**config.mk**
```make
export PLATFORM = sky130hd
export DESIGN_NAME = ftrans_sched
export DESIGN_NICKNAME = d
export VERILOG_FILES = /design/src/rtl/ftrans_sched.sv
export SDC_FILE = /design/constraint.sdc
export NUM_CORES = 1
export LEC_CHECK = 0
export ABC_AREA = 0
export BUFFER_PORTS_ARGS = -buffer_cell sky130_fd_sc_hd__buf_2
export CAP_MARGIN = 0
export CORE_MARGIN = 10
export CORE_UTILIZATION = 37
export CTS_BUF_LIST = sky130_fd_sc_hd__clkbuf_8 sky130_fd_sc_hd__clkbuf_16
export DETAILED_ROUTE_END_ITERATION = 8
export GPL_TIMING_DRIVEN = 0
export PLACE_DENSITY = 0.59
export SYNTH_ARGS = -nofsm -noshare
export SYNTH_HDL_FRONTEND = slang
export SYNTH_SLANG_ARGS = --single-unit
export TNS_END_PERCENT = 5
```
**constraint.sdc**
```tcl
create_clock -name iclk -period 2.4 [get_ports iclk]
set_input_delay 0.48 -clock iclk [delete_from_list [all_inputs] [get_ports iclk]]
set_output_delay 0.48 -clock iclk [all_outputs]
set_load 0.01 [all_outputs]
```
**src/rtl/ftrans_sched.sv**
```systemverilog
// Frame scheduler for the twiddle-multiply stage. It walks one buffered frame
// through the stage and checks that every issued sample comes back.
module ftrans_sched #(
  parameter int FFT_STG      = 7,
  parameter int TOTAL_STAGE  = 11,
  parameter int MULT_OP_DLY  = 2,
  parameter int DRAIN_MARGIN = 4
) (
  input  logic                   iclk,
  input  logic                   irst_n,
  input  logic                   istart,
  input  logic                   ibank,
  output logic                   ordy,
  input  logic                   istall,
  output logic [TOTAL_STAGE-1:0] ram_raddr,
  output logic                   ram_ren,
  output logic [TOTAL_STAGE-1:0] st_iaddr,
  output logic                   st_ien,
  input  logic                   st_oen,
  output logic                   obusy,
  output logic                   odone,
  output logic                   oerr
);

  localparam int DRAIN_LOAD = MULT_OP_DLY + 2 + DRAIN_MARGIN;
  localparam int TMR_W      = $clog2(DRAIN_LOAD + 1);
  localparam logic [FFT_STG:0]   FRAME_LEN = {1'b1, {FFT_STG{1'b0}}};
  localparam logic [FFT_STG-1:0] LAST_IDX  = '1;

  typedef enum logic [1:0] {IDLE, ISSUE, DRAIN, DONE} state_t;

  state_t                 state_reg, state_next;
  logic                   bank_reg, bank_next;
  logic [FFT_STG-1:0]     icnt_reg, icnt_next;
  logic [FFT_STG:0]       rcnt_reg, rcnt_next;
  logic [TMR_W-1:0]       tmr_reg, tmr_next;
  logic                   err_reg, err_next;
  logic                   st_ien_reg;
  logic [TOTAL_STAGE-1:0] st_iaddr_reg;
  logic [TOTAL_STAGE-1:0] issue_addr;

  // Bank bit on the MSB, sample index in the low bits, zeros between.
  always_comb begin
    issue_addr                  = '0;
    issue_addr[FFT_STG-1:0]     = icnt_reg;
    issue_addr[TOTAL_STAGE-1]   = bank_reg;
  end

  always_comb begin
    state_next = state_reg;
    bank_next  = bank_reg;
    icnt_next  = icnt_reg;
    rcnt_next  = rcnt_reg;
    tmr_next   = tmr_reg;
    err_next   = err_reg;
    ordy       = 1'b0;
    obusy      = 1'b0;
    odone      = 1'b0;
    ram_ren    = 1'b0;
    ram_raddr  = '0;

    if (st_oen) begin
      if (state_reg == IDLE || state_reg == DONE)
        err_next = 1'b1;
      if (state_reg != IDLE) begin
        rcnt_next = rcnt_reg + (FFT_STG + 1)'(1);
        if (rcnt_reg >= FRAME_LEN)
          err_next = 1'b1;
      end
    end
    if (istart && state_reg != IDLE)
      err_next = 1'b1;

    case (state_reg)
      IDLE: begin
        ordy = 1'b1;
        if (istart) begin
          bank_next  = ibank;
          icnt_next  = '0;
          rcnt_next  = '0;
          state_next = ISSUE;
        end
      end
      ISSUE: begin
        obusy     = 1'b1;
        ram_raddr = issue_addr;
        if (!istall) begin
          ram_ren   = 1'b1;
          icnt_next = icnt_reg + FFT_STG'(1);
          if (icnt_reg == LAST_IDX) begin
            state_next = DRAIN;
            tmr_next   = TMR_W'(DRAIN_LOAD);
          end
        end
      end
      DRAIN: begin
        obusy    = 1'b1;
        tmr_next = tmr_reg - TMR_W'(1);
        // A return landing this cycle still counts toward completion.
        if (rcnt_next >= FRAME_LEN) begin
          state_next = DONE;
        end else if (tmr_reg <= TMR_W'(1)) begin
          tmr_next   = '0;
          err_next   = 1'b1;
          state_next = DONE;
        end
      end
      DONE: begin
        odone      = 1'b1;
        state_next = IDLE;
      end
      default: state_next = IDLE;
    endcase
  end

  always_ff @(posedge iclk or negedge irst_n) begin
    if (!irst_n) begin
      state_reg    <= IDLE;
      bank_reg     <= 1'b0;
      icnt_reg     <= '0;
      rcnt_reg     <= '0;
      tmr_reg      <= '0;
      err_reg      <= 1'b0;
      st_ien_reg   <= 1'b0;
      st_iaddr_reg <= '0;
    end else begin
      state_reg  <= state_next;
      bank_reg   <= bank_next;
      icnt_reg   <= icnt_next;
      rcnt_reg   <= rcnt_next;
      tmr_reg    <= tmr_next;
      err_reg    <= err_next;
      st_ien_reg <= ram_ren;
      if (ram_ren)
        st_iaddr_reg <= TOTAL_STAGE'(issue_addr[FFT_STG-1:0]);
    end
  end

  assign st_ien   = st_ien_reg;
  assign st_iaddr = st_iaddr_reg;
  assign oerr     = err_reg;

endmodule

```
==> summary.md, run 1 <==
| Metric | Value |
|---|---|
| Post-cts resize count | 0 |
| Number of nets still failing antenna checks after routing | 0 |
| Layout cell share with drive strength beyond 1 | 26.20% |
| Crit Path Class | register to register |
| Port Buffers | 25 |
| Per-cell routed wire length | 13.24 microns |
| Post-CTS Setup Bufs | 0 |
| Overflow left after global routing | 0 |
| Starting Density | just under 40% |
| Worst min-delay path category | input port to async pin |
| H-tree depth | 2 |
| Final TNS setup | 0 ps |
| Setup slack at placement | just under 300 ps |
| Status | complete, no violations |
| Number of design rule violations left after detail routing | 0 |
| Top library cells by usage in the layout, fill and taps aside | 31 x dfrtp_1, 26 x buf_2, 16 x nor2_1 |
| DIE HEIGHT | 91.32 microns |
| Clock skew | 5.836 ps |
| CP startpoint kind | register |
| Post-synth EDFFs | 0 |
| Cells after Synth | between 150 and 200 |
| Adder and majority cell fraction of the synthesized area | approximately 6% |
| Number of max-cap violations | 0 |
| Max rail drop VDD | about 380 uV |
| Vias in the first global route | roughly 1400 |
| CTS clk-pin slew, worst paths | ~70 ps |
| Main combinational cell family by area after synthesis | simple AND/OR/NAND/NOR gates |
| Syn Std Cell Area | around 1900 sq um |
| Warnings from Yosys | 0 |
| Standby leakage power | 0.001063 uW |
| Num CTS Buffers | 5 |
| Number of antenna violations at the first check in global routing | 0 |
| Maximum number of pins on one net before global-route repair | 32 |
| CTS Buffer Depth | 2 |
| Worst endpoint data arrival time | 2320 ps |
| Number of hold violations in the final report | 0 |
| Maximum fanout along the worst path | 10 |
| DRT Pass-1 Iters | 4 |
| HPWL after detailed placement | approximately 2900 microns |
| Power density over the cells | ~1000 nW/um^2 |
| GR Util All Layers | about 9.7% |
| Synth-to-Final Area Change | 17.09% |
| Time the worst path needs with I/O delays and setup | 2150 ps |
| Top Ports | 34 |
| Number of clock sinks | 31 |
| Mean instance size in the synthesized netlist | 9.852 sq um |
| Max-slew headroom | a little over half |
| Number of pins exceeding their max-slew limit in the final report | 0 |
| Synth unique cells | 47 |
| Core Rows | 25 |
| Area share of and/or/nand/nor cells after synthesis | 19.35% |
| Worst hold margin | about 250 ps |
| Starting DRC count in detailed routing | between 40 and 50 |
| Critical path endpoint category | register |
| Diodes inserted | 0 |
| Overall die area | 8338 sq um |
| Fin nets | around 240 |
| Final Wtd Congestion | approximately 0.72 |
| Transition time at the pin with the least slew margin | approximately 710 ps |
| Flip-flop count of the largest register, all copies and words added | 8 |
| Global-route wire length before repair | 6748 microns |
| Hold-fix buffers at CTS | 0 |
| Placeable core region | between 4000 and 5000 sq um |
| Final setup violation count | 0 |
| Average via count per standard cell | 4.757 |
| Async S/R FF share, synth | between 90% and 100% |
| Post-synthesis share of cell area spent on xor and xnor gates | 5.120% |
| Vias | 1408 |
| Maximum clock frequency | roughly 470 MHz |
| Required time at the endpoint of the critical path | roughly 2600 ps |
| Final clock period utilization by the worst path | around nine tenths |
| Synthesized-area fraction occupied by ao, oa, aoi and oai cells | 11.37% |
| Worst-skew pair later-pin latency | slightly below 300 ps |
| Number of fill cells in the layout | between 400 and 500 |
| Cell at the root of the clock tree | clkbuf_8 |
| Horizontal extent of the die | ~91 microns |
| RSZ-0062 raised after global routing | false |
| Most used flip-flop cell after synthesis | dfrtp_1 |
| Number of synthesized register bits | 31 |
| Aggregate routed wire length | between 3000 and 4000 microns |
| TritonCTS clock tree | built |
| Sequential element share of the synthesized area | 41.22% |
| Most common cell after layout, fill and taps aside | dfrtp_1 |
| Worst setup slack after layout | ~250 ps |
| Portion of netlist area occupied by mux cells | 9.309% |
[logic make-up (layout without fill, tap and decap cells)]
group,Yosys count,in the layout
simple gates,67,67
compound gates,30,30
fa+ha+maj,9,9
mux,16,16
buf+inv,26,58
flops,31,31
xor+xnor,11,11
other cells,1,7
[worst max-delay path, stage by stage (launching register included)]
cell and delay [ps]:
dfrtp_1 410, inv_1 110, ha_1 250, clkbuf_1 360, and2_1 190, clkbuf_1 330, mux2_2 380
[power breakdown]
group | total, uW | leakage (uW) | switching (uW) | internal, uW
Combinational | 1020 | 0.000607 | 584 | 439
Sequential | 763 | 0.000409 | 114 | 649
Clock | 417 | 0.0000470 | 192 | 225
[path summary, 6_finish.rpt]
path	end	slack, ps	cells after the start	from
max in group asynchronous	tmr_reg[1]	1700	1	irst_n
worst max-delay path	bank_reg	250	6	state_reg[0]
worst min-delay path	st_iaddr[3]	250	1	irst_n
worst min register to register	st_iaddr[5]	500	1	st_iaddr[5]
worst max register to register	bank_reg	250	6	state_reg[0]
min in group iclk	bank_reg	430	2	ibank
[Yosys cell counts (4+ instances only)]
cell type | count | area share [%]
a21oi_1 | 4 | 1.1
and2_1 | 10 | 3.3
buf_4 | 7 | 2.8
clkbuf_1 | 6 | 1.2
dfrtp_1 | 31 | 41
ha_1 | 9 | 6.0
inv_1 | 10 | 2.0
mux2_2 | 8 | 4.8
mux2i_1 | 7 | 3.7
nand2_1 | 9 | 1.8
nor2_1 | 16 | 3.2
nor3_1 | 7 | 1.9
o21ai_0 | 7 | 1.9
xnor2_1 | 5 | 2.3
xor2_1 | 6 | 2.8
[final cells by class]
type | count | area, sq um | share of cell area, %
Sequential cell | 31 | 775.7 | 35.21
Tap cell | 67 | 83.83 | 3.805
Clock inverter | 1 | 5.005 | 0.2271
Timing Repair Buffer | 25 | 125.1 | 5.679
Clock buffer | 6 | 82.58 | 3.748
Inverter | 10 | 37.54 | 1.704
Multi-Input combinational cell | 140 | 988.4 | 44.86
Buffer | 16 | 105.1 | 4.770
[metrics by stage]
step	area, sq um	utilization (%)	instances	total power [uW]
3_5_place_dp	2113	43.87	289	1797
6_report	2203	45.74	296	2203
4_1_cts	2201	45.69	296	2228
2_1_floorplan	1904	-	197	1517
3_3_place_gp	2113	43.87	289	1783
5_1_grt	2203	45.74	296	2391
[metal layers]
metal | track usage, % | share of wire, % | vias to the layer above
met5 | 0 | 0 | -
met4 | 4.700 | 1.1 | 0
met3 | 4.691 | 9.0 | 5
met2 | 14.44 | 43 | 30
met1 | 11.55 | 47 | 651
li1 | - | - | 722
No activity file was read; power rests on OpenSTA's default activity.
==> run 2: changes to the inputs <==
--- a/config.mk
+++ b/config.mk
@@ -8,9 +8,9 @@
 export ABC_AREA = 0
 export BUFFER_PORTS_ARGS = -buffer_cell sky130_fd_sc_hd__buf_2
 export CAP_MARGIN = 0
-export CORE_MARGIN = 10
+export CORE_MARGIN = 2
 export CORE_UTILIZATION = 37
-export CTS_BUF_LIST = sky130_fd_sc_hd__clkbuf_8 sky130_fd_sc_hd__clkbuf_16
+export CTS_BUF_LIST = sky130_fd_sc_hd__clkbuf_2
 export DETAILED_ROUTE_END_ITERATION = 8
 export GPL_TIMING_DRIVEN = 0
 export PLACE_DENSITY = 0.59
==> run 2 against run 1 <==
Compared with the run above: global-route usage grew 4.9 points; register-to-register slack improved by 20 ps; maximum frequency down 3.3%; largest cell class unchanged; highest routed layer unchanged.
==> summary.md, run 2 (synthesized netlist as in run 1, its figures left out) <==
| Metric | Value |
|---|---|
| DIE HEIGHT | 75.32 microns (-18%) |
| Number of max-cap violations | 0 (unchanged) |
| RSZ-0062 raised after global routing | false |
| Number of hold violations in the final report | 0 (unchanged) |
| Required time at the endpoint of the critical path | 1920 ps (-650 ps) |
| Final TNS setup | 0 ps (unchanged) |
| Starting DRC count in detailed routing | 67 (+37%) |
| End-of-flow core utilization | 45.25% (-0.49 points) |
| Horizontal extent of the die | 75.32 microns (-18%) |
| Global-route wire length before repair | 6216 microns (-7.9%) |
| Maximum fanout along the worst path | 8 (-2) |
| Clock skew | 18.42 ps (+12.58 ps) |
| Average via count per standard cell | 4.777 (+0.43%) |
| Cell Area, Placed | 2113 sq um (unchanged) |
| Transition time at the pin with the least slew margin | 710.3 ps (-2.263 ps) |
| Overflow left after global routing | 0 (unchanged) |
| Part of the total power dissipated in combinational logic | 47.1% (+0.6 points) |
| Max rail drop VDD | 493.4 uV (+30%) |
| Flip-flop count of the largest register, all copies and words added | 8 (unchanged) |
| Worst hold margin | 111.1 ps (-134.5 ps) |
| Number of nets still failing antenna checks after routing | 0 (unchanged) |
| Final clock period utilization by the worst path | 92.65% (+3.1 points) |
| Starting Density | 39.06% (unchanged) |
| Diodes inserted | 0 (unchanged) |
| Time the worst path needs with I/O delays and setup | 2224 ps (+73.72 ps) |
| Crit Path Class | register to output port |
| Post-CTS Setup Bufs | 0 (unchanged) |
| Worst-skew pair later-pin latency | 380 ps (+90 ps) |
| Number of antenna violations at the first check in global routing | 0 (unchanged) |
| HPWL after detailed placement | 2695 microns (-5.8%) |
| Top Ports | 34 (unchanged) |
| Flip-flop and latch area | 775.7 sq um (unchanged) |
| CP startpoint kind | register |
| Fin nets | 243 (-0.41%) |
| Per-cell routed wire length | 12.54 microns (-5.3%) |
| Number of design rule violations left after detail routing | 0 (unchanged) |
| CTS clk-pin slew, worst paths | 190 ps (+120 ps) |
| DRT Pass-1 Iters | 4 (unchanged) |
| Hold-fix buffers at CTS | 0 (unchanged) |
| Critical path endpoint category | output port |
| Number of fill cells in the layout | 508 (+3.3%) |
| Number of pins exceeding their max-slew limit in the final report | 0 (unchanged) |
| Maximum clock frequency | 449.7 MHz (-3.3%) |
| Number of clock sinks | 31 (unchanged) |
| Final Wtd Congestion | 0.7377 (+3.0%) |
| Aggregate routed wire length | 3711 microns (-5.3%) |
| GR Util All Layers | 14.60% (+4.9 points) |
| Internal power component | 1260 uW (-4.0%) |
| Synth-to-Final Area Change | 15.82% |
| CTS Buffer Depth | 2 (unchanged) |
| Cell area after layout | 2180 sq um (-1.1%) |
| Core Rows | 25 (unchanged) |
| Cell at the root of the clock tree | clkbuf_2 |
| Clock power share | 17.5% (-1.4 points) |
| Power density over the cells | 989.2 nW/um^2 (-1.1%) |
| Status | complete, no violations |
| Placeable core region | 4817 sq um (unchanged) |
| Fraction of power spent switching nets | 41.54% (+1.1 points) |
| Share of total power in sequential cells | 35.3% (+0.7 points) |
| Port Buffers | 25 (unchanged) |
| Vias | 1414 (+0.43%) |
| Most common cell after layout, fill and taps aside | dfrtp_1 |
| H-tree depth | 2 (unchanged) |
| Vias in the first global route | 1354 (-4.4%) |
| TritonCTS clock tree | built |
| Overall die area | 5672 sq um (-32%) |
| Worst endpoint data arrival time | 1740 ps (-580 ps) |
| Standby leakage power | 0.001055 uW (-0.74%) |
| Final setup violation count | 0 (unchanged) |
| Area used by multi-input combinational logic | 988.4 sq um (unchanged) |
| Max-slew headroom | 52.65% (+0.15 points) |
| Top library cells by usage in the layout, fill and taps aside | 31 x dfrtp_1, 26 x buf_2, 16 x nor2_1 |
| Net switching power figure | 895.6 uW (+0.56%) |
| Layout cell share with drive strength beyond 1 | 26.20% (unchanged) |
| Num CTS Buffers | 5 (unchanged) |
| Worst min-delay path category | input port to async pin |
| Maximum number of pins on one net before global-route repair | 32 (unchanged) |
==> run 2: stage by stage <==
step           cells  setup slack (ps)  total power, uW
6_report         296             176.4             2156
2_1_floorplan    197             448.1             1517
4_1_cts          296             21.14             2186
3_3_place_gp     289             295.3             1772
3_5_place_dp     289             280.9             1801
5_1_grt          296             36.18             2352
==> run 2: worst paths after layout <==
path                            slack [ps]           to  cells past startpoint    startpoint
max in group asynchronous             1820   tmr_reg[0]                      1        irst_n
worst max register to register         270     bank_reg                      6  state_reg[0]
worst min register to register         520  st_iaddr[5]                      1   st_iaddr[5]
worst min-delay path                   110  st_iaddr[0]                      1        irst_n
worst max-delay path                   180      ram_ren                      5  state_reg[1]
min in group iclk                      310     bank_reg                      2         ibank
==> run 2: final cells by class <==
class / instances / share of cell area, %
Inverter: 10 / 1.722
Tap cell: 67 / 3.846
Sequential cell: 31 / 35.59
Clock inverter: 3 / 2.009
Clock buffer: 5 / 1.148
Timing Repair Buffer: 25 / 5.741
Multi-Input combinational cell: 140 / 45.35
Buffer: 15 / 4.592
==> run 2: repair_timing <==
| action | CTS | global route |
|---|---|---|
| pin swaps | 0 | 0 |
| setup endpoints to repair | 1 | 8 |
| gates resized for setup | 0 | 2 |
| gates cloned | 0 | 0 |
==> run 2: worst max-delay path: stages (launching register included) <==
cell      delay (ps)
dfrtp_1          440
inv_1             80
ha_1             250
nand2b_1         340
inv_1            100
buf_2            160
==> run 2: layer usage <==
| layer | up-vias | part of all wire [%] | global-route usage (%) |
|---|---|---|---|
| li1 | 718 | - | - |
| met1 | 657 | 50 | 18.21 |
| met2 | 33 | 44 | 24.06 |
| met3 | 6 | 4.5 | 3.704 |
| met4 | 0 | 1.8 | 6.238 |
| met5 | - | 0 | 0 |
==> run 2: power groups by stage <==
stage          registers, uW  logic [uW]  clock network, uW
2_1_floorplan            760         757                  0
3_3_place_gp             768        1000                  0
3_5_place_dp             774        1030                  0
4_1_cts                  762        1030                397
5_1_grt                  784        1150                413
6_report                 761        1020                378
==> run 3: changes to the inputs <==
--- a/config.mk
+++ b/config.mk
@@ -9,11 +9,11 @@
 export BUFFER_PORTS_ARGS = -buffer_cell sky130_fd_sc_hd__buf_2
 export CAP_MARGIN = 0
 export CORE_MARGIN = 2
-export CORE_UTILIZATION = 37
+export CORE_UTILIZATION = 55
 export CTS_BUF_LIST = sky130_fd_sc_hd__clkbuf_2
 export DETAILED_ROUTE_END_ITERATION = 8
 export GPL_TIMING_DRIVEN = 0
-export PLACE_DENSITY = 0.59
+export PLACE_DENSITY = 0.81
 export SYNTH_ARGS = -nofsm -noshare
 export SYNTH_HDL_FRONTEND = slang
 export SYNTH_SLANG_ARGS = --single-unit
==> run 3 against run 2 <==
Compared with the run above: critical path depth did not move; sequential cell count did not move; core utilization grew 19 points; clock skew hardly changed; total power shrank 5.7%; critical path type unchanged; non-clock buffer count rose by 1; count of clock-buffer cells in the layout rose by 2; cell area shrank 2.3%.
==> summary.md, run 3 (synthesized netlist as in run 1, its figures left out) <==
| Metric | Value |
|---|---|
| Status | complete, no violations |
| Diodes inserted | 0 (unchanged) |
| Port Buffers | 25 (unchanged) |
| Maximum number of pins on one net before global-route repair | 32 (unchanged) |
| Number of fill cells in the layout | 286 (-44%) |
| Most common cell after layout, fill and taps aside | dfrtp_1 |
| Worst endpoint data arrival time | 1710 ps (-30 ps) |
| Overall die area | 3906 sq um (-31%) |
| HPWL after detailed placement | 2616 microns (-2.9%) |
| Average via count per standard cell | 5.246 (+9.8%) |
| Transition time at the pin with the least slew margin | 684.3 ps (-26.01 ps) |
| CP startpoint kind | register |
| Internal reg-to-reg setup slack | 240 ps (-30 ps) |
| Required time at the endpoint of the critical path | 1920 ps (about the same) |
| Number of clock sinks | 31 (unchanged) |
| DIE HEIGHT | 62.50 microns (-17%) |
| Starting Density | 56.84% (+18 points) |
| Area used by multi-input combinational logic | 988.4 sq um (unchanged) |
| Cell at the root of the clock tree | clkbuf_2 |
| Global-route wire length before repair | 6313 microns (+1.6%) |
| Placeable core region | 3311 sq um (-31%) |
| Cell area after layout | 2130 sq um (-2.3%) |
| H-tree depth | 2 (unchanged) |
| TritonCTS clock tree | built |
| Power density over the cells | 954.9 nW/um^2 (-3.5%) |
| Layout cell share with drive strength beyond 1 | 26.52% (+0.32 points) |
| Flip-flop count of the largest register, all copies and words added | 8 (unchanged) |
| Crit Path Class | register to output port |
| Max-slew headroom | 54.38% (+1.7 points) |
| Cell Area, Placed | 2087 sq um (-1.2%) |
| Final TNS setup | 0 ps (unchanged) |
| Max rail drop VDD | 672.9 uV (+36%) |
| Hold-fix buffers at CTS | 0 (unchanged) |
| Worst-skew pair later-pin latency | 370 ps (about the same) |
| Maximum clock frequency | 456.9 MHz (+1.6%) |
| Starting DRC count in detailed routing | 91 (+36%) |
| Number of pins exceeding their max-slew limit in the final report | 0 (unchanged) |
| Worst min-delay path category | input port to async pin |
| Clock power share | 12.4% (-5.1 points) |
| Critical path endpoint category | output port |
| Aggregate routed wire length | 3545 microns (-4.5%) |
| Num CTS Buffers | 5 (unchanged) |
| Synth-to-Final Area Change | 13.16% |
| Top library cells by usage in the layout, fill and taps aside | 31 x dfrtp_1, 26 x buf_2, 16 x nor2_1 |
| Fin nets | 244 (+0.41%) |
| Core Rows | 21 (-16%) |
| Number of antenna violations at the first check in global routing | 0 (unchanged) |
| Number of max-cap violations | 0 (unchanged) |
| Part of the total power dissipated in combinational logic | 50.1% (+3.0 points) |
| Net switching power figure | 868.6 uW (-3.0%) |
| Number of design rule violations left after detail routing | 0 (unchanged) |
| CTS clk-pin slew, worst paths | 160 ps (-30 ps) |
| GR Util All Layers | 20.27% (+5.7 points) |
| RR Startpoint | state_reg[0] |
| Fraction of power spent switching nets | 42.71% (+1.2 points) |
| RSZ-0062 raised after global routing | false |
| Per-cell routed wire length | 12.84 microns (+2.4%) |
| DRT Pass-1 Iters | 4 (unchanged) |
| Overflow left after global routing | 0 (unchanged) |
| Vias in the first global route | 1444 (+6.6%) |
| R2R Path End | bank_reg |
| CTS Buffer Depth | 2 (unchanged) |
| Path depth of the worst reg2reg path | 6 (unchanged) |
| Maximum fanout along the worst path | 10 (+2) |
| Top Ports | 34 (unchanged) |
| Share of total power in sequential cells | 37.5% (+2.2 points) |
| Flip-flop and latch area | 775.7 sq um (unchanged) |
| Final Wtd Congestion | 0.8330 (+13%) |
| Final clock period utilization by the worst path | 91.20% (-1.5 points) |
| Internal power component | 1165 uW (-7.6%) |
| Horizontal extent of the die | 62.50 microns (-17%) |
| Time the worst path needs with I/O delays and setup | 2189 ps (-34.91 ps) |
| Standby leakage power | 0.001049 uW (-0.58%) |
| Number of hold violations in the final report | 0 (unchanged) |
| Vias | 1448 (+2.4%) |
| Clock skew | 18.18 ps (-0.2369 ps) |
| Number of nets still failing antenna checks after routing | 0 (unchanged) |
| Final setup violation count | 0 (unchanged) |
-- run 3: worst max-delay path by stage --
stage                 start           end  slack [ps]  depth (start not counted)
2_1_floorplan  state_reg[0]    tmr_reg[2]         450                          7
3_3_place_gp   state_reg[0]      bank_reg         350                          6
3_5_place_dp   state_reg[0]      bank_reg         270                          6
4_1_cts        state_reg[1]       ram_ren          10                          6
5_1_grt        state_reg[1]  ram_raddr[4]          50                          5
6_report       state_reg[1]  ram_raddr[6]         210                          5
-- run 3: final cells by class --
type,count,share of cell area (%)
Clock inverter,1,0.2350
Buffer,16,4.935
Inverter,10,1.763
Clock buffer,7,1.645
Multi-Input combinational cell,140,46.42
Sequential cell,31,36.43
Tap cell,46,2.703
Timing Repair Buffer,25,5.875
-- run 3: critical path, stage by stage (launching register included) --
cell	delay (ps)
dfrtp_1	460
inv_1	100
ha_1	260
clkbuf_2	250
and2_1	150
buf_2	130
-- run 3: layer usage --
| layer | routed length (microns) | GRT usage (%) | part of all wire [%] |
|---|---|---|---|
| met4 | 40 | 7.778 | 1.1 |
| met1 | 1613 | 25.09 | 46 |
| met3 | 170 | 5.045 | 4.8 |
| met2 | 1721 | 34.14 | 49 |
| met5 | 0 | 0 | 0 |
-- run 3: power by group through the flow --
stage / Clock, uW / Sequential (uW) / Combinational, uW
after CTS: 258 / 761 / 1030
after floorplan: 0 / 760 / 757
after global routing: 288 / 784 / 1150
after detailed placement: 0 / 773 / 1020
after global placement: 0 / 766 / 983
final: 253 / 762 / 1020
-- run 3: through the flow --
stage / total power [uW] / cells / utilization, % / hold WS, ps / setup slack [ps]
after floorplan: 1517 / 197 / - / 184.4 / 448.1
after global routing: 2222 / 276 / 64.32 / 154.2 / 48.13
after global placement: 1749 / 268 / 63.04 / 482.2 / 352.6
after CTS: 2045 / 276 / 64.25 / 143.0 / 13.67
after detailed placement: 1793 / 268 / 63.04 / 487.4 / 270.5
final: 2034 / 276 / 64.32 / 129.7 / 211.3
-- run 3: repair_timing --
| item | in CTS | in global routing |
|---|---|---|
| gates resized for setup | 0 | 4 |
| setup buffers | 0 | 0 |
| endpoints found under the setup margin | 0 | 9 |
